==> src/rtl/fifo_flush_pkg.sv <==
`default_nettype none
// ============================================================================
//  Module   : fifo_flush_pkg
//  Purpose  : Shared nibble/word types and helpers for the nibble FIFOs.
//  Revision : 1.0  initial release
// ============================================================================
package fifo_flush_pkg;

    localparam int NIB_W     = 4;
    localparam int WORD_NIBS = 8;
    localparam int WORD_W    = NIB_W * WORD_NIBS;

    typedef logic [NIB_W-1:0]  nib_t;
    typedef logic [WORD_W-1:0] word_t;
    typedef logic [3:0]        nib_cnt_t;

    typedef struct packed {
        nib_cnt_t cnt;
        word_t    data;
    } slot_t;

    function automatic logic cnt_ok(input nib_cnt_t cnt);
        return (cnt >= 4'd1) && (cnt <= 4'(WORD_NIBS));
    endfunction

endpackage
`default_nettype wire

==> src/rtl/fifo_word_mem.sv <==
`default_nettype none
// ============================================================================
//  Module   : fifo_word_mem
//  Purpose  : DEPTH x {cnt,data} slot storage, synchronous write, async read.
//  Revision : 1.0  initial release
// ============================================================================
module fifo_word_mem
    import fifo_flush_pkg::*;
#(
    parameter int DEPTH = 8
) (
    input  logic                     clk,
    input  logic                     i_wr_en,
    input  logic [$clog2(DEPTH)-1:0] i_wr_addr,
    input  slot_t                    i_wr_slot,
    input  logic [$clog2(DEPTH)-1:0] i_rd_addr,
    output slot_t                    o_rd_slot
);

    slot_t r_mem [DEPTH];

    // Contents survive reset and flush; only the owning pointers are cleared.
    always_ff @(posedge clk) begin
        if (i_wr_en) begin
            r_mem[i_wr_addr] <= i_wr_slot;
        end
    end

    assign o_rd_slot = r_mem[i_rd_addr];

endmodule
`default_nettype wire

==> src/rtl/fifo_unpack_nibble.sv <==
`default_nettype none
// ============================================================================
//  Module   : fifo_unpack_nibble
//  Purpose  : Width-down FIFO: 32-bit words with nibble counts in, nibbles out.
//  Revision : 1.0  initial release
// ============================================================================
module fifo_unpack_nibble
    import fifo_flush_pkg::*;
#(
    parameter int DEPTH = 8
) (
    input  logic     clock,
    input  logic     reset,
    input  logic     fifo_wr_valid_i,
    input  word_t    fifo_wr_data_i,
    input  nib_cnt_t fifo_wr_cnt_i,
    input  logic     fifo_rd_valid_i,
    input  logic     fifo_flush_i,
    output nib_t     fifo_rd_data_o,
    output logic     fifo_rd_vld_o,
    output logic     fifo_rd_last_o,
    output logic     fifo_empty_o,
    output logic     fifo_full_o
);

    localparam int             AW         = $clog2(DEPTH);
    localparam logic [AW:0]    c_full_cnt = (AW+1)'(DEPTH);

    logic [AW-1:0] r_wptr;
    logic [AW-1:0] r_rptr;
    logic [AW:0]   r_count;
    logic [2:0]    r_nib_idx;
    nib_t          r_rd_data;
    logic          r_rd_vld;
    logic          r_rd_last;

    logic  w_full;
    logic  w_empty;
    logic  w_wr_acc;
    logic  w_rd_acc;
    logic  w_last;
    logic  w_retire;
    nib_t  w_nib;
    slot_t w_head;
    slot_t w_wr_slot;

    assign w_full    = (r_count == c_full_cnt);
    assign w_empty   = (r_count == '0);
    assign w_wr_acc  = fifo_wr_valid_i & ~w_full & cnt_ok(fifo_wr_cnt_i) & ~fifo_flush_i;
    assign w_rd_acc  = fifo_rd_valid_i & ~w_empty & ~fifo_flush_i;
    assign w_wr_slot = '{cnt: fifo_wr_cnt_i, data: fifo_wr_data_i};

    fifo_word_mem #(
        .DEPTH (DEPTH)
    ) u_mem (
        .clk       (clock),
        .i_wr_en   (w_wr_acc),
        .i_wr_addr (r_wptr),
        .i_wr_slot (w_wr_slot),
        .i_rd_addr (r_rptr),
        .o_rd_slot (w_head)
    );

    // Stored counts are always 1..8, so cnt-1 never underflows.
    assign w_last   = ({1'b0, r_nib_idx} == (w_head.cnt - 4'd1));
    assign w_retire = w_rd_acc & w_last;
    assign w_nib    = w_head.data[NIB_W*r_nib_idx +: NIB_W];

    always_ff @(posedge clock or posedge reset) begin
        if (reset) begin
            r_wptr    <= '0;
            r_rptr    <= '0;
            r_count   <= '0;
            r_nib_idx <= '0;
            r_rd_data <= '0;
            r_rd_vld  <= 1'b0;
            r_rd_last <= 1'b0;
        end else if (fifo_flush_i) begin
            r_wptr    <= '0;
            r_rptr    <= '0;
            r_count   <= '0;
            r_nib_idx <= '0;
            r_rd_data <= '0;
            r_rd_vld  <= 1'b0;
            r_rd_last <= 1'b0;
        end else begin
            if (w_wr_acc) begin
                r_wptr <= r_wptr + AW'(1);
            end

            if (w_rd_acc) begin
                r_rd_data <= w_nib;
                r_rd_vld  <= 1'b1;
                r_rd_last <= w_last;
                if (w_last) begin
                    r_nib_idx <= '0;
                    r_rptr    <= r_rptr + AW'(1);
                end else begin
                    r_nib_idx <= r_nib_idx + 3'd1;
                end
            end else begin
                r_rd_vld  <= 1'b0;
                r_rd_last <= 1'b0;
            end

            case ({w_wr_acc, w_retire})
                2'b10:   r_count <= r_count + (AW+1)'(1);
                2'b01:   r_count <= r_count - (AW+1)'(1);
                default: r_count <= r_count;
            endcase
        end
    end

    assign fifo_rd_data_o = r_rd_data;
    assign fifo_rd_vld_o  = r_rd_vld;
    assign fifo_rd_last_o = r_rd_last;
    assign fifo_empty_o   = w_empty;
    assign fifo_full_o    = w_full;

endmodule
`default_nettype wire
==> config.mk <==
export PLATFORM = sky130hd
export DESIGN_NAME = fifo_unpack_nibble
export DESIGN_NICKNAME = d
export VERILOG_FILES = /design/src/rtl/fifo_flush_pkg.sv /design/src/rtl/fifo_word_mem.sv /design/src/rtl/fifo_unpack_nibble.sv
export SDC_FILE = /design/constraint.sdc
export NUM_CORES = 1
export LEC_CHECK = 0
export ABC_AREA = 1
export CORE_AREA = 10 10 153 155
export DETAILED_ROUTE_END_ITERATION = 6
export DIE_AREA = 0 0 163 165
export DONT_BUFFER_PORTS = 1
export PLACE_DENSITY_LB_ADDON = 0.2
export SETUP_SLACK_MARGIN = 0.1
export SLEW_MARGIN = 20
export SYNTH_ARGS = -nofsm -noshare
export SYNTH_HDL_FRONTEND = slang
export SYNTH_SLANG_ARGS = --single-unit
==> constraint.sdc <==
create_clock -name clock -period 4.5 [get_ports clock]
set_clock_uncertainty 0.1 [all_clocks]
set_input_delay 1.125 -clock clock [delete_from_list [all_inputs] [get_ports clock]]
set_output_delay 1.125 -clock clock [all_outputs]
set_load 0.02 [all_outputs]
==> impl_results.md, run 1 <==
* Max Slew Vio Count at 0
* Hold Vio Cnt, Final at 0
* Largest cells by area after synthesis: edfxtp_1 (69%), o21ai_0 (5.3%), nor2_1 (4.5%)
* Setup TNS at 0 ps
* Ys Warns at 0
* Detailed Route WL at 28,200 microns
* Fin crit share at about 78%
* Layout cells sized above 1 at 9.45%
* Multi-input logic area at between 2000 and 3000 sq um
* Fmax at 286 MHz
* Clk sinks at 307
* Filler cells at 1,369
* Final setup fails at 0
* Clock transition at the registers of the reported paths at 60 ps
* CP Max Fanout at between 70 and 80
* Syn Area/Cell at ~13 sq um
* Hold Path End: r_count[2]
* Post-CTS setup buffer count at 0
* Post-synth top area share at 68.8%
* Busiest grt layer: met2
* Synth unique cells at 36
* Core box area at 20,200 sq um
* R2r setup slk at 1010 ps
* Vias in the first global route at 7,884
* Dpl cells at 1,222
* M2 GR Usage at 34.8%
* Routability cong. at 0.831
* RSZ-0062 raised after global routing: false
* Inserted Diodes at 0
* Synthesized area at approximately 13,000 sq um
* CTS tree: built
* Clk root buf: clkbuf_16
* FFs w/ async S/R, synth at 6.19%
* Antenna-violating nets left at 0
* # rows at 52
* R2R Path Start: r_rptr[0]
* Post-Syn Nets at approximately 1,000
* Total GRT Usage at 21.0%
* Post-Syn Instances at 992
* Total gr overflow at 0
* Ports at 49
* IO buf count at 0
* Hold-fix buffers, CTS at 0
* Die footprint at 26,900 sq um
* Die H at 165 microns
* Die X at 163 microns
* Slew margin rel. at 43.5%
* Lkg Pwr at 4.84 nW
* CP Launch Type: flip-flop
* Drt pass-1 iters at 5
* Finished Core Util at 68.8%
* Hold Path Class: reg -> reg
* Worst EP arrival at 3870 ps
* Status: finished clean
* CP required at 4880 ps
* Slew @ Worst Pin at 847 ps
* Max VDD drop at 0.338 mV
* Drt drc at 0
* Initial antenna violation count at 0
* Nets@finish at 1,032
* First-pass GRT wire length at 43,800 microns
* Layout Cells excl Fill at 1,275
* Clk_lat worst skew at about 560 ps
* MaxCap Viol Count at 0
* Top FF cell, synth: edfxtp_1
* FF/Latch Area at 9130 sq um
* Crit end category: flip-flop
* Routed length per instance at ~22 microns
* R2R depth at 11
* Initial Utilization at 62.3%
* Hold Path Depth at 2
* Grt met1 use at 26.7%
* Met3 Usage GRT at under 10%
* Clock Tree Buf Depth at 3
* Sequential area share after synthesis at 72.6%
* CTS buffer count at 30
* Largest net degree at the start of global routing at 85
* Hold wc startpoint: r_count[2]
* Synth-to-layout area growth at 10.3%
* Hold slack at roughly 430 ps
* Post-DP HPWL at about 16,000 microns
* Pwr dens at 435 nW/um^2
* Post-layout minimum cycle time at 3490 ps
* Post-CTS Resized at 0
* H-tree Lvls at 1
* Avg Vias per Cell at 6.24
* Critical path class: reg -> reg
* Via count at 7,951
* DR iter-0 viols at 819
* Biggest area consumer among synthesized cells: edfxtp_1
* R2r endpoint: fifo_rd_data_o[0]
* Post-synth EDFFs at about 290
* Seq cells post-synth at 307
kinds of logic (layout without fill, tap and decap cells):
family,count (synthesis),count (layout),share of synthesized area (%)
buf+inv,115,128,4.04
flops,307,307,72.6
xor+xnor,5,5,0.348
fa+ha+maj,7,7,0.757
compound gates,227,227,10.8
simple gates,331,331,11.5
cells in the mapped netlist, types with 2 or more instances:
cell      instances
clkbuf_1         30
o221ai_1         44
nand4_1           4
o21a_1            4
nand2_1          90
ha_1              6
a21oi_1           3
nand2_2           5
edfxtp_1        288
buf_4             6
xor2_1            5
o211ai_1          6
o21ai_1          17
dfrtp_1          19
nand3_1          68
clkinv_1          2
o21ai_0         132
nand2_4           2
nand3_4           2
nand3_2           6
inv_2             3
inv_1            48
buf_6             2
buf_2            20
nor2_1          150
o22ai_1          20
sequential cells by signal (all words and copies together), names as in the netlist:
signal,count
r_count,4
fifo_rd_vld_o,1
r_rptr,3
fifo_rd_last_o,1
r_wptr,3
fifo_rd_data_o,4
u_mem.r_mem,288
r_nib_idx,3
layout make-up:
type                       count  share of cell area [%]
inverter                      54                    1.49
sequential                   307                    65.8
multi-input combinational    570                    21.6
clock inverter                19                    1.80
tap                          270                    2.44
clock buffer                  34                    5.52
timing repair buffer          21                    1.32
critical path: stages (launching register included):
cell	delay (ps)
dfrtp_4	570
inv_4	140
buf_4	520
buf_4	730
o21ai_0	150
o221ai_1	450
nand3_1	200
nand3_1	150
nand3_1	100
nand2_1	120
nand2_1	70
nand2_1	70
metrics by stage:
| step | power (W) | cell area, sq um | worst slack, ps |
|---|---|---|---|
| global route | 0.00620 | 13900 | 691 |
| floorplan | 0.00344 | 12600 | 609 |
| CTS | 0.00606 | 13900 | 1050 |
| global placement | 0.00353 | 12900 | 1120 |
| detailed placement | 0.00354 | 12900 | 1050 |
| finish | 0.00604 | 13900 | 1010 |
layout by cell type, fill, tap and decap left out, types with 2 or more instances in the layout:
master / Yosys / layout
clkbuf_16: 0 / 30
nand3_1: 68 / 68
ha_1: 6 / 6
dfrtp_1: 19 / 17
buf_4: 6 / 19
nand2_1: 90 / 90
o221ai_1: 44 / 44
bufinv_16: 0 / 6
inv_2: 3 / 2
a21oi_1: 3 / 3
o22ai_1: 20 / 20
nand4_1: 4 / 4
nand2_4: 2 / 2
o21a_1: 4 / 4
nand2_2: 5 / 5
nand3_2: 6 / 6
clkinv_2: 1 / 5
clkbuf_1: 30 / 4
o211ai_1: 6 / 6
nor2_1: 150 / 142
nor2_4: 1 / 9
inv_1: 48 / 48
buf_12: 0 / 2
xor2_1: 5 / 5
clkinv_1: 2 / 9
o21ai_0: 132 / 132
o21ai_1: 17 / 17
edfxtp_1: 288 / 288
nand3_4: 2 / 2
metal layers:
metal | share of wire, % | up-vias
met4 | 2.5 | 0
met3 | 9.1 | 59
met2 | 48 | 350
met5 | 0 | -
li1 | - | 3607
met1 | 40 | 3935
power by group:
part	switching, W	internal [W]	total, W
Sequential	0.0000335	0.00316	0.00320
Combinational	0.000205	0.0000838	0.000289
Clock	0.000997	0.00156	0.00255
Total	0.00123	0.00480	0.00604
worst max path at each step:
stage	from	endpoint	slack [ps]
6_report	r_rptr[0]	fifo_rd_data_o[0]	1010
3_3_place_gp	fifo_wr_cnt_i[0]	u_mem.r_mem[7][21]	1120
4_1_cts	r_rptr[0]	r_count[3]	1050
5_1_grt	r_rptr[0]	r_count[3]	690
2_1_floorplan	fifo_wr_cnt_i[0]	u_mem.r_mem[0][0]	610
3_5_place_dp	fifo_wr_cnt_i[1]	u_mem.r_mem[7][21]	1050
Power figures use the tool's default switching activity.
==> run 2: changes to the inputs <==
--- a/config.mk
+++ b/config.mk
@@ -6,9 +6,9 @@
 export NUM_CORES = 1
 export LEC_CHECK = 0
 export ABC_AREA = 1
-export CORE_AREA = 10 10 153 155
+export CORE_AREA = 10 10 160 162
 export DETAILED_ROUTE_END_ITERATION = 6
-export DIE_AREA = 0 0 163 165
+export DIE_AREA = 0 0 170 172
 export DONT_BUFFER_PORTS = 1
 export PLACE_DENSITY_LB_ADDON = 0.2
 export SETUP_SLACK_MARGIN = 0.1
==> constraint.sdc (replaced) <==
create_clock -name clock -period 3.1 [get_ports clock]
set_clock_uncertainty 0.1 [all_clocks]
set_input_delay 0.775 -clock clock [delete_from_list [all_inputs] [get_ports clock]]
set_output_delay 0.775 -clock clock [all_outputs]
set_load 0.02 [all_outputs]
==> run 2 against run 1 <==
  * Register-to-register slack got worse by 960 ps
  * Worst setup slack got worse by 960 ps
  * Sequential cell count stayed put
  * Die area increased by 8.7%
  * Critical path depth is 10 higher
  * Final cell count increased by 3.3%
  * Via count increased by 0.86%
  * Core utilization is 4.8 points lower
  * Cell area up 3.1%
  * Count of clock-buffer cells in the layout up 1
  * Highest routed layer unchanged
==> impl_results.md, run 2 (same netlist as run 1, synthesis figures left out) <==
* Commonest cells after routing, fill and taps aside: edfxtp_1 (288), nor2_1 (142), o21ai_0 (132) (unchanged)
* Commonest non-fill, non-tap cell in the layout: edfxtp_1 (unchanged)
* Ports at 49 (unchanged)
* DR iter-0 viols at 729 (was 819)
* Crit end category: flip-flop (unchanged)
* Antenna-violating nets left at 0 (unchanged)
* Post-layout minimum cycle time at 3050 ps (was 3490 ps)
* Max VDD drop at 0.439 mV (was 0.338 mV)
* Initial Utilization at 56.2% (was 62.3%)
* Max FFs per register at 288 (unchanged)
* Drt drc at 0 (unchanged)
* Total GRT Usage at 19.5% (was 21.0%)
* Hold slack at 108 ps (was 434 ps)
* RSZ-0062 raised after global routing: true (was false)
* First-pass GRT wire length at 44,400 microns (was 43,800 microns)
* Core box area at 22,400 sq um (was 20,200 sq um)
* Design area at 14,300 sq um (was 13,900 sq um)
* Die X at 170 microns (was 163 microns)
* Post-DP HPWL at 15,900 microns (was 16,400 microns)
* CP Max Fanout at 7 (was 77)
* Avg Vias per Cell at 6.09 (was 6.24)
* Setup slack at placement at 27.1 ps (was 1050 ps)
* Biggest register: u_mem.r_mem (unchanged)
* Lkg Pwr at 5.00 nW (was 4.84 nW)
* Layout cells sized above 1 at 13.2% (was 9.45%)
* Hold Path Class: in -> async (was reg -> reg)
* Inserted Diodes at 0 (unchanged)
* CTS tree: built (unchanged)
* Slew @ Worst Pin at 727 ps (was 847 ps)
* H-tree Lvls at 1 (unchanged)
* Via count at 8,019 (was 7,951)
* Final setup fails at 0 (unchanged)
* Initial antenna violation count at 0 (unchanged)
* Synth-to-layout area growth at 13.7% (was 10.3%)
* CTS buffer count at 31 (was 30)
* Die H at 172 microns (was 165 microns)
* Placed cell area at 13,100 sq um (was 12,900 sq um)
* Clk sinks at 307 (unchanged)
* # rows at 55 (was 52)
* Drt pass-1 iters at 5 (unchanged)
* MaxCap Viol Count at 0 (unchanged)
* Largest net degree at the start of global routing at 99 (was 85)
* Critical-path top delay cell: dfrtp_4 (was buf_4)
* Pwr dens at 620 nW/um^2 (was 435 nW/um^2)
* Worst EP arrival at 3460 ps (was 3870 ps)
* Status: finished clean (unchanged)
* Total gr overflow at 0 (unchanged)
* Routed length per instance at 21.9 microns (was 22.1 microns)
* Finished Core Util at 63.9% (was 68.8%)
* Nets@finish at 1,056 (was 1,032)
* Clk root buf: clkbuf_16 (unchanged)
* Vias in the first global route at 7,866 (was 7,884)
* Hold Vio Cnt, Final at 0 (unchanged)
* Die footprint at 29,200 sq um (was 26,900 sq um)
* IO buf count at 0 (unchanged)
* Final worst slack at 49.3 ps (was 1010 ps)
* Slowest Stage Delay on Critical Path at 560 ps (was 730 ps)
* Clock Tree Buf Depth at 3 (unchanged)
* Power Total at 0.00887 W (was 0.00604 W)
* CP Launch Type: flip-flop (unchanged)
* Fmax at 328 MHz (was 286 MHz)
* Critical path class: reg -> reg (unchanged)
* Slew margin rel. at 51.5% (was 43.5%)
* CP required at 3510 ps (was 4880 ps)
* Most frequent cell on the critical path: nand2_1
* Max Slew Vio Count at 0 (unchanged)
* Clock transition at the registers of the reported paths at 60 ps (about the same)
* Critical Path, Cell by Cell: buf_6, nand2_1, nand3_1, nand3_2, nand2_2, ha_4, xor2_2, buf_4, nand2_2, nand2_1, nor2_1, nand4_1, inv_2, ha_4, a21oi_2, nand2_1, xor2_1, nand4_1, nand2_1, nand3_1, nand2_1 (was inv_4, buf_4, buf_4, o21ai_0, o221ai_1, nand3_1, nand3_1, nand3_1, nand2_1, nand2_1, nand2_1)
* Routability cong. at 0.794 (was 0.831)
* Fin crit share at 98.4% (was 77.6%)
* Detailed Route WL at 28,900 microns (was 28,200 microns)
* Clk_lat worst skew at 570 ps (was 560 ps)
run 2: final timing paths:
path / startpoint / to / slack (ps) / cells past startpoint
min in group clock: fifo_wr_data_i[23] / u_mem.r_mem[3][23] / 200 / 0
max in group asynchronous: reset / r_rptr[0] / 2270 / 1
hold / removal: reset / r_wptr[2] / 110 / 1
setup / recovery: r_rptr[0] / r_count[3] / 50 / 21
setup reg to reg: r_rptr[0] / r_count[3] / 50 / 21
hold reg to reg: r_count[3] / r_count[3] / 460 / 2
run 2: area by class of cell:
type / count / area, sq um
Clock inverter: 22 / 251
Timing Repair inverter: 1 / 6.26
Inverter: 54 / 211
Tap cell: 285 / 357
Clock buffer: 35 / 791
Fill cell: 1628 / 8070
Timing Repair Buffer: 43 / 470
Sequential cell: 307 / 9130
Multi-Input combinational cell: 570 / 3080
run 2: power breakdown:
group / internal [W] / switching [W]
clock: 0.00225 / 0.00153
sequential: 0.00459 / 0.0000467
combinational: 0.000145 / 0.000313
run 2: per-layer routing:
metal	global-route usage (%)	part of all wire, %	up-vias
met3	4.49	8.5	66
met4	5.34	2.5	0
li1	-	-	3653
met2	32.7	49	297
met1	25.0	40	4003
met5	0	0	-
run 2: stage by stage:
step                setup TNS, ps  cells
finish                          0   1317
global placement                0   1249
global route                 -308   1317
detailed placement              0   1249
floorplan                 -125200    992
CTS                             0   1312
run 2: repair_timing:
action                                  4_1_cts  5_1_grt
buffers inserted                              6        4
pin swaps                                     4       18
cloned                                        0        1
endpoints found under the setup margin        1        4
hold buffers                                  0        0
resized for setup                             8       14
run 2: worst max-delay path, delay by kind of cell, from the launching register on:
family	cells	cell delay, ps
buf+inv	3	440
simple gates	13	1050
flops	1	560
compound gates	1	110
fa+ha+maj	2	390
xor+xnor	2	340
==> run 3: changes to the inputs <==
--- a/config.mk
+++ b/config.mk
@@ -10,6 +10,7 @@
 export DETAILED_ROUTE_END_ITERATION = 6
 export DIE_AREA = 0 0 170 172
 export DONT_BUFFER_PORTS = 1
+export GPL_ROUTABILITY_DRIVEN = 1
 export PLACE_DENSITY_LB_ADDON = 0.2
 export SETUP_SLACK_MARGIN = 0.1
 export SLEW_MARGIN = 20
==> results of run 3 <==
Same layout as run 2: the final DEF is identical, and so are final timing and power.
